### src/rtl/regfile_seq_pkg.sv
// Shared types and constants for the register-file command sequencer.
// Latency: n/a (types only).
// Backpressure: n/a (types only).
package regfile_seq_pkg;

  localparam int DATA_W = 8;
  localparam int ADDR_W = 3;

  typedef enum logic [1:0] {
    OP_LDI  = 2'b00,
    OP_MOV  = 2'b01,
    OP_ADD  = 2'b10,
    OP_RSVD = 2'b11
  } op_e;

  typedef enum logic [2:0] {
    IDLE = 3'd0,
    RDS  = 3'd1,
    RDSW = 3'd2,
    RDD  = 3'd3,
    RDDW = 3'd4,
    WB   = 3'd5
  } state_e;

endpackage

### src/rtl/regfile_seq_alu.sv
// Combinational 8-bit adder for the sequencer's ADD write-back value.
// Latency: 0 cycles (pure combinational).
// Backpressure: none; output follows inputs.
// Ports: a, b operands; sum modulo-256 result; cout carry-out (only when
// REGFILE_SEQ_CARRY_EN is defined).
module regfile_seq_alu
  import regfile_seq_pkg::*;
(
  input  logic [DATA_W-1:0] a,
  input  logic [DATA_W-1:0] b,
  output logic [DATA_W-1:0] sum
`ifdef REGFILE_SEQ_CARRY_EN
  ,
  output logic              cout
`endif
);

`ifdef REGFILE_SEQ_CARRY_EN
  logic [DATA_W:0] sum_wide;

  assign sum_wide = {1'b0, a} + {1'b0, b};
  assign sum      = sum_wide[DATA_W-1:0];
  assign cout     = sum_wide[DATA_W];
`else
  assign sum = a + b;
`endif

endmodule

### src/rtl/regfile_seq.sv
// Command sequencer driving an 8x8 register file: LDI, MOV and ADD as fixed read/write-back sequences.
// Latency: write-back cycle is 1 (LDI), 3 (MOV) or 5 (ADD) cycles after the accept edge.
// Backpressure: cmd_ready is high only when idle and out of reset; one command in flight at a time.
// Ports: clk, rst (sync, active-high); cmd_valid/cmd_ready handshake with cmd_op/rd/rs/imm;
// n/d/w drive the register file, q is its read data; res holds the last write-back value,
// done pulses in the write-back cycle; carry (only with REGFILE_SEQ_CARRY_EN) holds the last ADD carry.
module regfile_seq
  import regfile_seq_pkg::*;
(
  input  logic              clk,
  input  logic              rst,
  input  logic              cmd_valid,
  output logic              cmd_ready,
  input  logic [1:0]        cmd_op,
  input  logic [ADDR_W-1:0] cmd_rd,
  input  logic [ADDR_W-1:0] cmd_rs,
  input  logic [DATA_W-1:0] cmd_imm,
  output logic [ADDR_W-1:0] n,
  output logic [DATA_W-1:0] d,
  output logic              w,
  input  logic [DATA_W-1:0] q,
  output logic [DATA_W-1:0] res,
  output logic              done
`ifdef REGFILE_SEQ_CARRY_EN
  ,
  output logic              carry
`endif
);

  state_e              state_q, state_d;
  op_e                 op_q;
  logic [ADDR_W-1:0]   rd_q, rs_q;
  logic [DATA_W-1:0]   imm_q, a_q, b_q, res_q;
  logic [DATA_W-1:0]   sum, wb_dat;
  logic                accept;

  assign cmd_ready = (state_q == IDLE) && !rst;
  assign accept    = cmd_valid && cmd_ready;
  assign res       = res_q;

`ifdef REGFILE_SEQ_CARRY_EN
  logic cout, carry_q;

  assign carry = carry_q;

  regfile_seq_alu u_alu (
    .a    (a_q),
    .b    (b_q),
    .sum  (sum),
    .cout (cout)
  );
`else
  regfile_seq_alu u_alu (
    .a    (a_q),
    .b    (b_q),
    .sum  (sum)
  );
`endif

  // Next-state decode. cmd_op is only looked at on an accept edge.
  always_comb begin
    state_d = state_q;
    case (state_q)
      IDLE: begin
        if (accept) begin
          case (op_e'(cmd_op))
            OP_LDI:         state_d = WB;
            OP_MOV, OP_ADD: state_d = RDS;
            default:        state_d = IDLE;
          endcase
        end
      end
      RDS:     state_d = RDSW;
      RDSW:    state_d = (op_q == OP_ADD) ? RDD : WB;
      RDD:     state_d = RDDW;
      RDDW:    state_d = WB;
      WB:      state_d = IDLE;
      default: state_d = IDLE;
    endcase
  end

  // Write-back value selected from latched operands only.
  always_comb begin
    wb_dat = '0;
    case (op_q)
      OP_LDI:  wb_dat = imm_q;
      OP_MOV:  wb_dat = b_q;
      OP_ADD:  wb_dat = sum;
      default: wb_dat = '0;
    endcase
  end

  // Register-file port decode from registered state; each read address is
  // held for two cycles so a registered-read file also returns valid data.
  always_comb begin
    n    = '0;
    d    = '0;
    w    = 1'b0;
    done = 1'b0;
    case (state_q)
      RDS, RDSW: n = rs_q;
      RDD, RDDW: n = rd_q;
      WB: begin
        n    = rd_q;
        d    = wb_dat;
        w    = 1'b1;
        done = 1'b1;
      end
      default: ;
    endcase
  end

  always_ff @(posedge clk) begin
    if (rst) begin
      state_q <= IDLE;
      op_q    <= OP_LDI;
      rd_q    <= '0;
      rs_q    <= '0;
      imm_q   <= '0;
      a_q     <= '0;
      b_q     <= '0;
      res_q   <= '0;
`ifdef REGFILE_SEQ_CARRY_EN
      carry_q <= 1'b0;
`endif
    end else begin
      state_q <= state_d;
      if (accept) begin
        op_q  <= op_e'(cmd_op);
        rd_q  <= cmd_rd;
        rs_q  <= cmd_rs;
        imm_q <= cmd_imm;
      end
      if (state_q == RDSW) b_q <= q;
      if (state_q == RDDW) a_q <= q;
      if (state_q == WB) begin
        res_q <= wb_dat;
`ifdef REGFILE_SEQ_CARRY_EN
        if (op_q == OP_ADD) carry_q <= cout;
`endif
      end
    end
  end

endmodule

### config.mk
export PLATFORM = sky130hd
export DESIGN_NAME = regfile_seq
export DESIGN_NICKNAME = d
export VERILOG_FILES = /design/src/rtl/regfile_seq_pkg.sv /design/src/rtl/regfile_seq_alu.sv /design/src/rtl/regfile_seq.sv
export SDC_FILE = /design/constraint.sdc
export NUM_CORES = 1
export LEC_CHECK = 0
export CELL_PAD_IN_SITES_DETAIL_PLACEMENT = 1
export CELL_PAD_IN_SITES_GLOBAL_PLACEMENT = 1
export CORE_ASPECT_RATIO = 0.6
export CORE_MARGIN = 1
export CORE_UTILIZATION = 39
export DETAILED_ROUTE_END_ITERATION = 8
export PLACE_DENSITY = 0.87
export SETUP_SLACK_MARGIN = 0.05
export SYNTH_ARGS = -nofsm -noshare
export SYNTH_HDL_FRONTEND = slang
export SYNTH_HIERARCHICAL = 1
export SYNTH_SLANG_ARGS = --single-unit
### constraint.sdc
create_clock -name clk -period 2.5 [get_ports clk]
set_input_delay 0.5 -clock clk [delete_from_list [all_inputs] [get_ports clk]]
set_output_delay 0.5 -clock clk [all_outputs]
set_load 0.02 [all_outputs]
==> results of run 1 <==
-- metrics by stage --
| stage | hold WS [ns] | instances | instance area (µm²) | setup WS [ns] | utilization |
|---|---|---|---|---|---|
| 3_5_place_dp | 0.497 | 388 | 3090 | -0.671 | 0.544 |
| 4_1_cts | 0.508 | 398 | 3300 | -0.409 | 0.582 |
| 3_3_place_gp | 0.483 | 388 | 3090 | -0.487 | 0.544 |
| 2_1_floorplan | 0.467 | 242 | 2350 | 0.0216 | - |
| 5_1_grt | 0.535 | 399 | 3370 | -0.441 | 0.594 |
| 6_report | 0.516 | 399 | 3370 | -0.398 | 0.594 |
-- power by group --
group	switching [µW]	leakage (µW)	total [µW]	internal, µW
Clock	233	0.0000371	420	187
Combinational	247	0.000959	522	275
Sequential	72.0	0.000357	816	744
-- sequential cells by signal (all words and copies together) (netlist names) --
register / cells
a_q: 8
b_q: 8
imm_q: 8
op_q: 2
rd_q: 3
res: 8
rs_q: 3
state_q: 3
-- worst min-delay path by stage --
stage,endpoint,slack (ns)
finish,res[1]$_SDFFE_PP0P_,0.52
global route,res[1]$_SDFFE_PP0P_,0.53
CTS,res[6]$_SDFFE_PP0P_,0.51
detailed placement,res[6]$_SDFFE_PP0P_,0.50
global placement,a_q[0]$_SDFFE_PP0P_,0.48
floorplan,a_q[0]$_SDFFE_PP0P_,0.47
-- per-layer routing --
| layer | share of wire | track usage | vias up |
|---|---|---|---|
| li1 | - | - | 1003 |
| met1 | 0.44 | 0.380 | 1107 |
| met5 | 0 | 0 | - |
| met3 | 0.071 | 0.0615 | 31 |
| met4 | 0.031 | 0.0878 | 0 |
| met2 | 0.46 | 0.476 | 103 |
-- repair_timing --
| item | in CTS | in global routing |
|---|---|---|
| setup endpoints to repair | 11 | 10 |
| hold buffers | 0 | 0 |
| pin swaps | 16 | 8 |
| setup buffers | 4 | 1 |
| gates resized for setup | 70 | 16 |
-- synthesized netlist by cell type, drive strengths merged, types with 2 or more instances --
cell    number
ha           7
mux2i       25
dfxtp       43
or2          8
o21ai        5
nor2b       20
and2         2
a311oi       7
o21a         2
nor3         2
nor3b        4
inv          7
a22oi        3
buf          9
nand2       14
o311ai       2
clkbuf       5
nor2        26
xor2         3
o211ai       3
a21oi       12
nor4         2
a211oi       3
mux2        16
xnor2        2
-- final cells by class --
class / instances / area, µm²
Fill cell: 646 / 2300
Multi-Input combinational cell: 178 / 1530
Sequential cell: 43 / 881
Timing Repair Buffer: 85 / 762
Tap cell: 80 / 100
Clock buffer: 6 / 72.6
Inverter: 7 / 26.3
-- kinds of logic after synthesis --
logic type / Yosys count
AOI/OAI and AO/OA: 45
xor gates and xnor gates: 5
adders and majority gates: 8
buffers and inverters: 21
DFF: 43
muxes: 41
and+or+nand+nor: 79
-- worst max-delay path: stages (launching register included) --
cell,delay (ns)
dfxtp_4,0.37
ha_4,0.17
buf_4,0.13
buf_6,0.12
a211oi_4,0.24
buf_4,0.16
nor3_1,0.05
o2bb2ai_2,0.19
mux2i_1,0.12
o22a_1,0.24
nor2_1,0.15
buf_4,0.17
==> impl_table.tex, run 1 <==
\begin{tabular}{lr}
\hline
Metric & Value \\
\hline
\multicolumn{2}{l}{\textbf{Die}} \\
Core Rows & 21 \\
Initial core utilization & 0.413 \\
Chip height & 62.0 µm \\
Core box area & 0.00568 mm² \\
Die Footprint & 0.00633 mm² \\
Width of the die & 102 µm \\
Top Ports & 49 \\
\multicolumn{2}{l}{\textbf{CTS}} \\
Clock latency on the worst-skew pair & 0.30 ns \\
Clock slew seen by the registers of the worst setup and hold paths & 0.08 ns \\
Sinks on Clock Net & 43 \\
Maximum level of the CTS H-tree & 2 \\
Number of clock buffers inserted by TritonCTS & 5 \\
Clock Root Buffer & clkbuf\_8 \\
Clock Path Buffers & 2 \\
TritonCTS clock tree & yes \\
\multicolumn{2}{l}{\textbf{Setup path}} \\
R2R setup slack & 0.08 ns \\
Worst setup endpoint & d[7] \\
Cell count of the worst reg-to-reg path & 13 \\
Kind of critical path & flop to primary output \\
Destination of the worst register-to-register timing path & res[7]\$\_SDFFE\_PP0P\_ \\
Data required time of the critical path & 2.00 ns \\
Critical Path End Type & primary output \\
Startpoint of the worst-slack reg-to-reg timing path & b\_q[0]\$\_SDFFE\_PP0P\_ \\
Critical Path Source & b\_q[0]\$\_SDFFE\_PP0P\_ \\
Endpoint arrival time on the critical path & 2.40 ns \\
Startpoint class of the critical path & flop \\
Worst-path fanout max & 2 \\
\multicolumn{2}{l}{\textbf{Synth}} \\
Gate Count Post-Synth & 242 \\
Simple-gate portion of the synthesized area & 0.186 \\
Cell types occupying the most area after synthesis & dfxtp\_1 (37\%), mux2i\_1 (11\%), mux2\_4 (6.4\%) \\
Distinct cell type count of the synthesized netlist & 45 \\
Dominant combinational cell family by area after synthesis & multiplexers \\
Synth Area in Compound Gates & 0.134 \\
Multiplexer fraction of the synthesized cell area & 0.200 \\
Cell taking the most area after synthesis & dfxtp\_1 \\
Sequential element share of the synthesized area & 0.367 \\
Post-synth design cell area & 0.00234 mm² \\
Ys Warns & 6 \\
Number of flops mapped to enable cells by yosys & 0 \\
Post-synthesis adder-cell area fraction & 0.0459 \\
Average cell area after synthesis & 9.68 µm² \\
Count of state elements after synthesis & 43 \\
Fraction of synthesized cell area in xor and xnor cells & 0.0187 \\
Most used flip-flop cell after synthesis & dfxtp\_1 \\
Top-area cell type share of the netlist area & 0.367 \\
Syn nets & 277 \\
Share of flip-flops with an asynchronous set or reset after synthesis & 0 \\
\multicolumn{2}{l}{\textbf{Power}} \\
VDD IR-drop max & 0.228 mV \\
Total power per unit cell area & 521 mW/mm² \\
Final total power & 1760 µW \\
Leak pwr & 0.00135 µW \\
\multicolumn{2}{l}{\textbf{Min path}} \\
Hold Startpoint & res[1]\$\_SDFFE\_PP0P\_ \\
Hold WC Path Type & flop to flop \\
Number of instances on the worst hold path & 2 \\
\multicolumn{2}{l}{\textbf{Outcome}} \\
Result of the run & finished with violations \\
Violated checks & negative setup slack \\
\multicolumn{2}{l}{\textbf{Cells and area}} \\
Most common cell after layout, fill and taps aside & buf\_4 \\
Number of nets at the end of the flow & 355 \\
Fraction of layout cells with a size suffix above 1 & 0.354 \\
Ant. Diodes & 0 \\
Syn-to-layout area delta & 43.9\% \\
Commonest cells after routing, fill and taps aside & buf\_4 (40), clkdlybuf4s50\_1 (37), dfxtp\_1 (31) \\
\multicolumn{2}{l}{\textbf{Detailed routing}} \\
Count of vias placed by the detailed router & 2244 \\
Wire length per cell & 23.3 µm \\
Post-route DRC violation count & 0 \\
Vias per cell & 5.62 \\
Violation count after the first detailed-route iteration & 172 \\
Wire length after detailed routing & 9300 µm \\
Pre-Repair DR Iteration Count & 4 \\
Post-detailed-route count of antenna-violating nets & 0 \\
\multicolumn{2}{l}{\textbf{STA}} \\
Headroom to the max-slew limit & 0.681 \\
Worst clock skew & 0.00764 ns \\
Maximum clock rate & 345 MHz \\
Final critical delay including setup and external delays & 2.90 ns \\
Final number of setup-violating endpoints & 7 \\
Number of max-slew violations in the final report & 0 \\
Transition at the pin with the smallest max-transition slack & 0.479 ns \\
Unrepaired setup endpoints after global routing & true \\
Final-layout setup total negative slack & -2.17 ns \\
Worst-case setup margin in the final layout & -0.398 ns \\
Post-route fraction of the period consumed by the critical path & 1.16 \\
Final Hold Viols & 0 \\
\multicolumn{2}{l}{\textbf{Place}} \\
Post-DP HPWL & 5400 µm \\
Port Buf Inserts & 48 \\
Final GP Congestion & 0.852 \\
\multicolumn{2}{l}{\textbf{Global routing}} \\
Overflow after GRT & 0 \\
Largest net degree at the start of global routing & 43 \\
Antenna violations before repair & 0 \\
Gr usage total & 0.286 \\
Via count of the first global-routing pass & 2265 \\
Wire length of the first global-routing pass & 13000 µm \\
\multicolumn{2}{l}{\textbf{Job}} \\
Max cap viols & 0 \\
\hline
\end{tabular}
Power figures use the tool's default switching activity.
==> run 2: changes to the inputs <==
--- a/config.mk
+++ b/config.mk
@@ -5,6 +5,8 @@
 export SDC_FILE = /design/constraint.sdc
 export NUM_CORES = 1
 export LEC_CHECK = 0
+export ABC_CLOCK_PERIOD_IN_PS = 2500
+export CAP_MARGIN = 40
 export CELL_PAD_IN_SITES_DETAIL_PLACEMENT = 1
 export CELL_PAD_IN_SITES_GLOBAL_PLACEMENT = 1
 export CORE_ASPECT_RATIO = 0.6
==> results of run 2 <==
The final DEF is identical to that of run 1; final timing and power are the same.
==> run 3: changes to the inputs <==
--- a/config.mk
+++ b/config.mk
@@ -10,7 +10,7 @@
 export CELL_PAD_IN_SITES_DETAIL_PLACEMENT = 1
 export CELL_PAD_IN_SITES_GLOBAL_PLACEMENT = 1
 export CORE_ASPECT_RATIO = 0.6
-export CORE_MARGIN = 1
+export CORE_MARGIN = 3
 export CORE_UTILIZATION = 39
 export DETAILED_ROUTE_END_ITERATION = 8
 export PLACE_DENSITY = 0.87
==> run 3 against run 2 <==
  * The run still ends with negative setup slack left
  * Total power is 4.4% higher
  * Via count increased by 1.2%
  * Combinational power is 3% lower
  * Sequential power hardly changed
  * Count of clock-buffer cells in the layout increased by 2
  * Worst hold slack got worse by 0.0040 ns
  * Sequential share of layout area increased by 0.060 points
  * Non-clock buffer count down 2
  * Final cell count is the same
  * First-iteration DRC count up 40%
  * Largest cell class unchanged
==> impl_table.tex, run 3 (same netlist as run 1, synthesis figures left out) <==
\begin{tabular}{lr}
\hline
Metric & Value \\
\hline
\multicolumn{2}{l}{\textbf{Place}} \\
Post-DP HPWL & 5380 µm \\
Post-placement cell count & 386 \\
Total placed instance area & 0.00307 mm² \\
Port Buf Inserts & 48 \\
Final GP Congestion & 0.855 \\
Placement Setup Slack & -0.651 ns \\
\multicolumn{2}{l}{\textbf{Setup path}} \\
Startpoint class of the critical path & flop \\
Critical Path End Type & primary output \\
Data required time of the critical path & 2.00 ns \\
Cell count of the worst reg-to-reg path & 10 \\
Destination of the worst register-to-register timing path & res[6]\$\_SDFFE\_PP0P\_ \\
Endpoint arrival time on the critical path & 2.52 ns \\
Kind of critical path & flop to primary output \\
R2R setup slack & 0.10 ns \\
Startpoint of the worst-slack reg-to-reg timing path & a\_q[0]\$\_SDFFE\_PP0P\_ \\
Worst-path fanout max & 3 \\
\multicolumn{2}{l}{\textbf{CTS}} \\
Number of clock buffers inserted by TritonCTS & 5 \\
TritonCTS clock tree & yes \\
Clock Path Buffers & 2 \\
Sinks on Clock Net & 43 \\
Clock Root Buffer & clkbuf\_8 \\
Clock slew seen by the registers of the worst setup and hold paths & 0.08 ns \\
Maximum level of the CTS H-tree & 2 \\
Clock latency on the worst-skew pair & 0.31 ns \\
\multicolumn{2}{l}{\textbf{Die}} \\
Chip height & 66.0 µm \\
Width of the die & 106 µm \\
Top Ports & 49 \\
Core Rows & 21 \\
Die Footprint & 0.00701 mm² \\
Initial core utilization & 0.411 \\
Core box area & 0.00570 mm² \\
\multicolumn{2}{l}{\textbf{Cells and area}} \\
Final instance area & 0.00336 mm² \\
Most common cell after layout, fill and taps aside & buf\_4 \\
Commonest cells after routing, fill and taps aside & buf\_4 (38), clkdlybuf4s50\_1 (35), dfxtp\_1 (32) \\
Ant. Diodes & 0 \\
Fraction of layout cells with a size suffix above 1 & 0.345 \\
Number of nets at the end of the flow & 353 \\
Syn-to-layout area delta & 43.4\% \\
Number of non-filler instances in the completed layout & 399 \\
\multicolumn{2}{l}{\textbf{Min path}} \\
Hold Startpoint & res[4]\$\_SDFFE\_PP0P\_ \\
WHS Endpoint & res[4]\$\_SDFFE\_PP0P\_ \\
Hold WC Path Type & flop to flop \\
Number of instances on the worst hold path & 2 \\
\multicolumn{2}{l}{\textbf{STA}} \\
Post-route fraction of the period consumed by the critical path & 1.21 \\
Final Hold Viols & 0 \\
Final number of setup-violating endpoints & 7 \\
Transition at the pin with the smallest max-transition slack & 0.524 ns \\
Maximum clock rate & 331 MHz \\
Number of max-slew violations in the final report & 0 \\
Final worst hold slack & 0.512 ns \\
Worst clock skew & 0.00941 ns \\
Unrepaired setup endpoints after global routing & true \\
Headroom to the max-slew limit & 0.646 \\
Final critical delay including setup and external delays & 3.02 ns \\
Worst-case setup margin in the final layout & -0.520 ns \\
\multicolumn{2}{l}{\textbf{Detailed routing}} \\
Pre-Repair DR Iteration Count & 5 \\
Vias per cell & 5.69 \\
Count of vias placed by the detailed router & 2270 \\
Post-route DRC violation count & 0 \\
Wire length after detailed routing & 9090 µm \\
Post-detailed-route count of antenna-violating nets & 0 \\
Violation count after the first detailed-route iteration & 241 \\
Wire length per cell & 22.8 µm \\
\multicolumn{2}{l}{\textbf{Job}} \\
Max cap viols & 0 \\
\multicolumn{2}{l}{\textbf{Power}} \\
Leak pwr & 0.00137 µW \\
VDD IR-drop max & 0.212 mV \\
Total power per unit cell area & 546 mW/mm² \\
\multicolumn{2}{l}{\textbf{Outcome}} \\
Result of the run & finished with violations \\
Violated checks & negative setup slack \\
\multicolumn{2}{l}{\textbf{Global routing}} \\
Largest net degree at the start of global routing & 43 \\
Gr usage total & 0.252 \\
Wire length of the first global-routing pass & 13200 µm \\
Via count of the first global-routing pass & 2293 \\
Overflow after GRT & 0 \\
Antenna violations before repair & 0 \\
\hline
\end{tabular}
[run 3: changes by cell type in the layout (fill, tap and decap cells not counted), sizes merged]
cell,change
dlymetal6s2s,+1
buf,-2
clkdlybuf4s50,-2
dlygate4sd2,+1
clkbuf,+2
[run 3: per-layer routing]
| metal | global-route usage | routed length [µm] | part of all wire |
|---|---|---|---|
| met1 | 0.326 | 3850 | 0.42 |
| met2 | 0.417 | 4050 | 0.44 |
| met3 | 0.0517 | 753 | 0.083 |
| met4 | 0.0985 | 445 | 0.049 |
| met5 | 0 | 0 | 0 |
[run 3: report_power, final]
part	switching [µW]	leakage, µW	internal [µW]	total (µW)
clock network	258	0.0000515	253	511
logic	239	0.000960	267	506
registers	74.5	0.000356	743	818
[run 3: worst max path at each step]
stage                             start   end  slack, ns  cells past startpoint
CTS                 a_q[0]$_SDFFE_PP0P_  d[4]      -0.32                     10
finish              a_q[0]$_SDFFE_PP0P_  d[6]      -0.52                     10
detailed placement  b_q[0]$_SDFFE_PP0P_  d[4]      -0.65                     10
floorplan           a_q[0]$_SDFFE_PP0P_  d[6]       0.02                      9
global route        a_q[0]$_SDFFE_PP0P_  d[6]      -0.51                     10
global placement    a_q[0]$_SDFFE_PP0P_  d[6]      -0.50                     10
[run 3: layout make-up]
class | instances | area [µm²]
Fill cell | 644 | 2340
Multi-Input combinational cell | 178 | 1510
Sequential cell | 43 | 880
Timing Repair Buffer | 83 | 748
Clock buffer | 8 | 100
Tap cell | 80 | 100
Inverter | 7 | 26.3
[run 3: timing repair]
action | CTS | global route
pin swaps | 11 | 3
resized for setup | 70 | 14
setup buffers | 3 | 2
endpoints found under the setup margin | 13 | 10
hold buffers | 0 | 0
[run 3: worst max-delay path, cell delays in order (launching register included)]
cell	delay, ns
dfxtp_4	0.37
ha_4	0.18
inv_2	0.06
fa_2	0.24
nor2b_4	0.06
o311ai_0	0.46
o311ai_1	0.19
mux2i_1	0.25
or2_4	0.19
a21oi_2	0.05
buf_4	0.16
[run 3: through the flow]
stage | power, µW | setup TNS [ns] | utilization
6_report | 1830 | -2.25 | 0.589
5_1_grt | 1900 | -2.75 | 0.589
4_1_cts | 1780 | -1.58 | 0.578
3_5_place_dp | 1260 | -3.34 | 0.539
3_3_place_gp | 1230 | -2.61 | 0.539
2_1_floorplan | 1070 | 0 | -
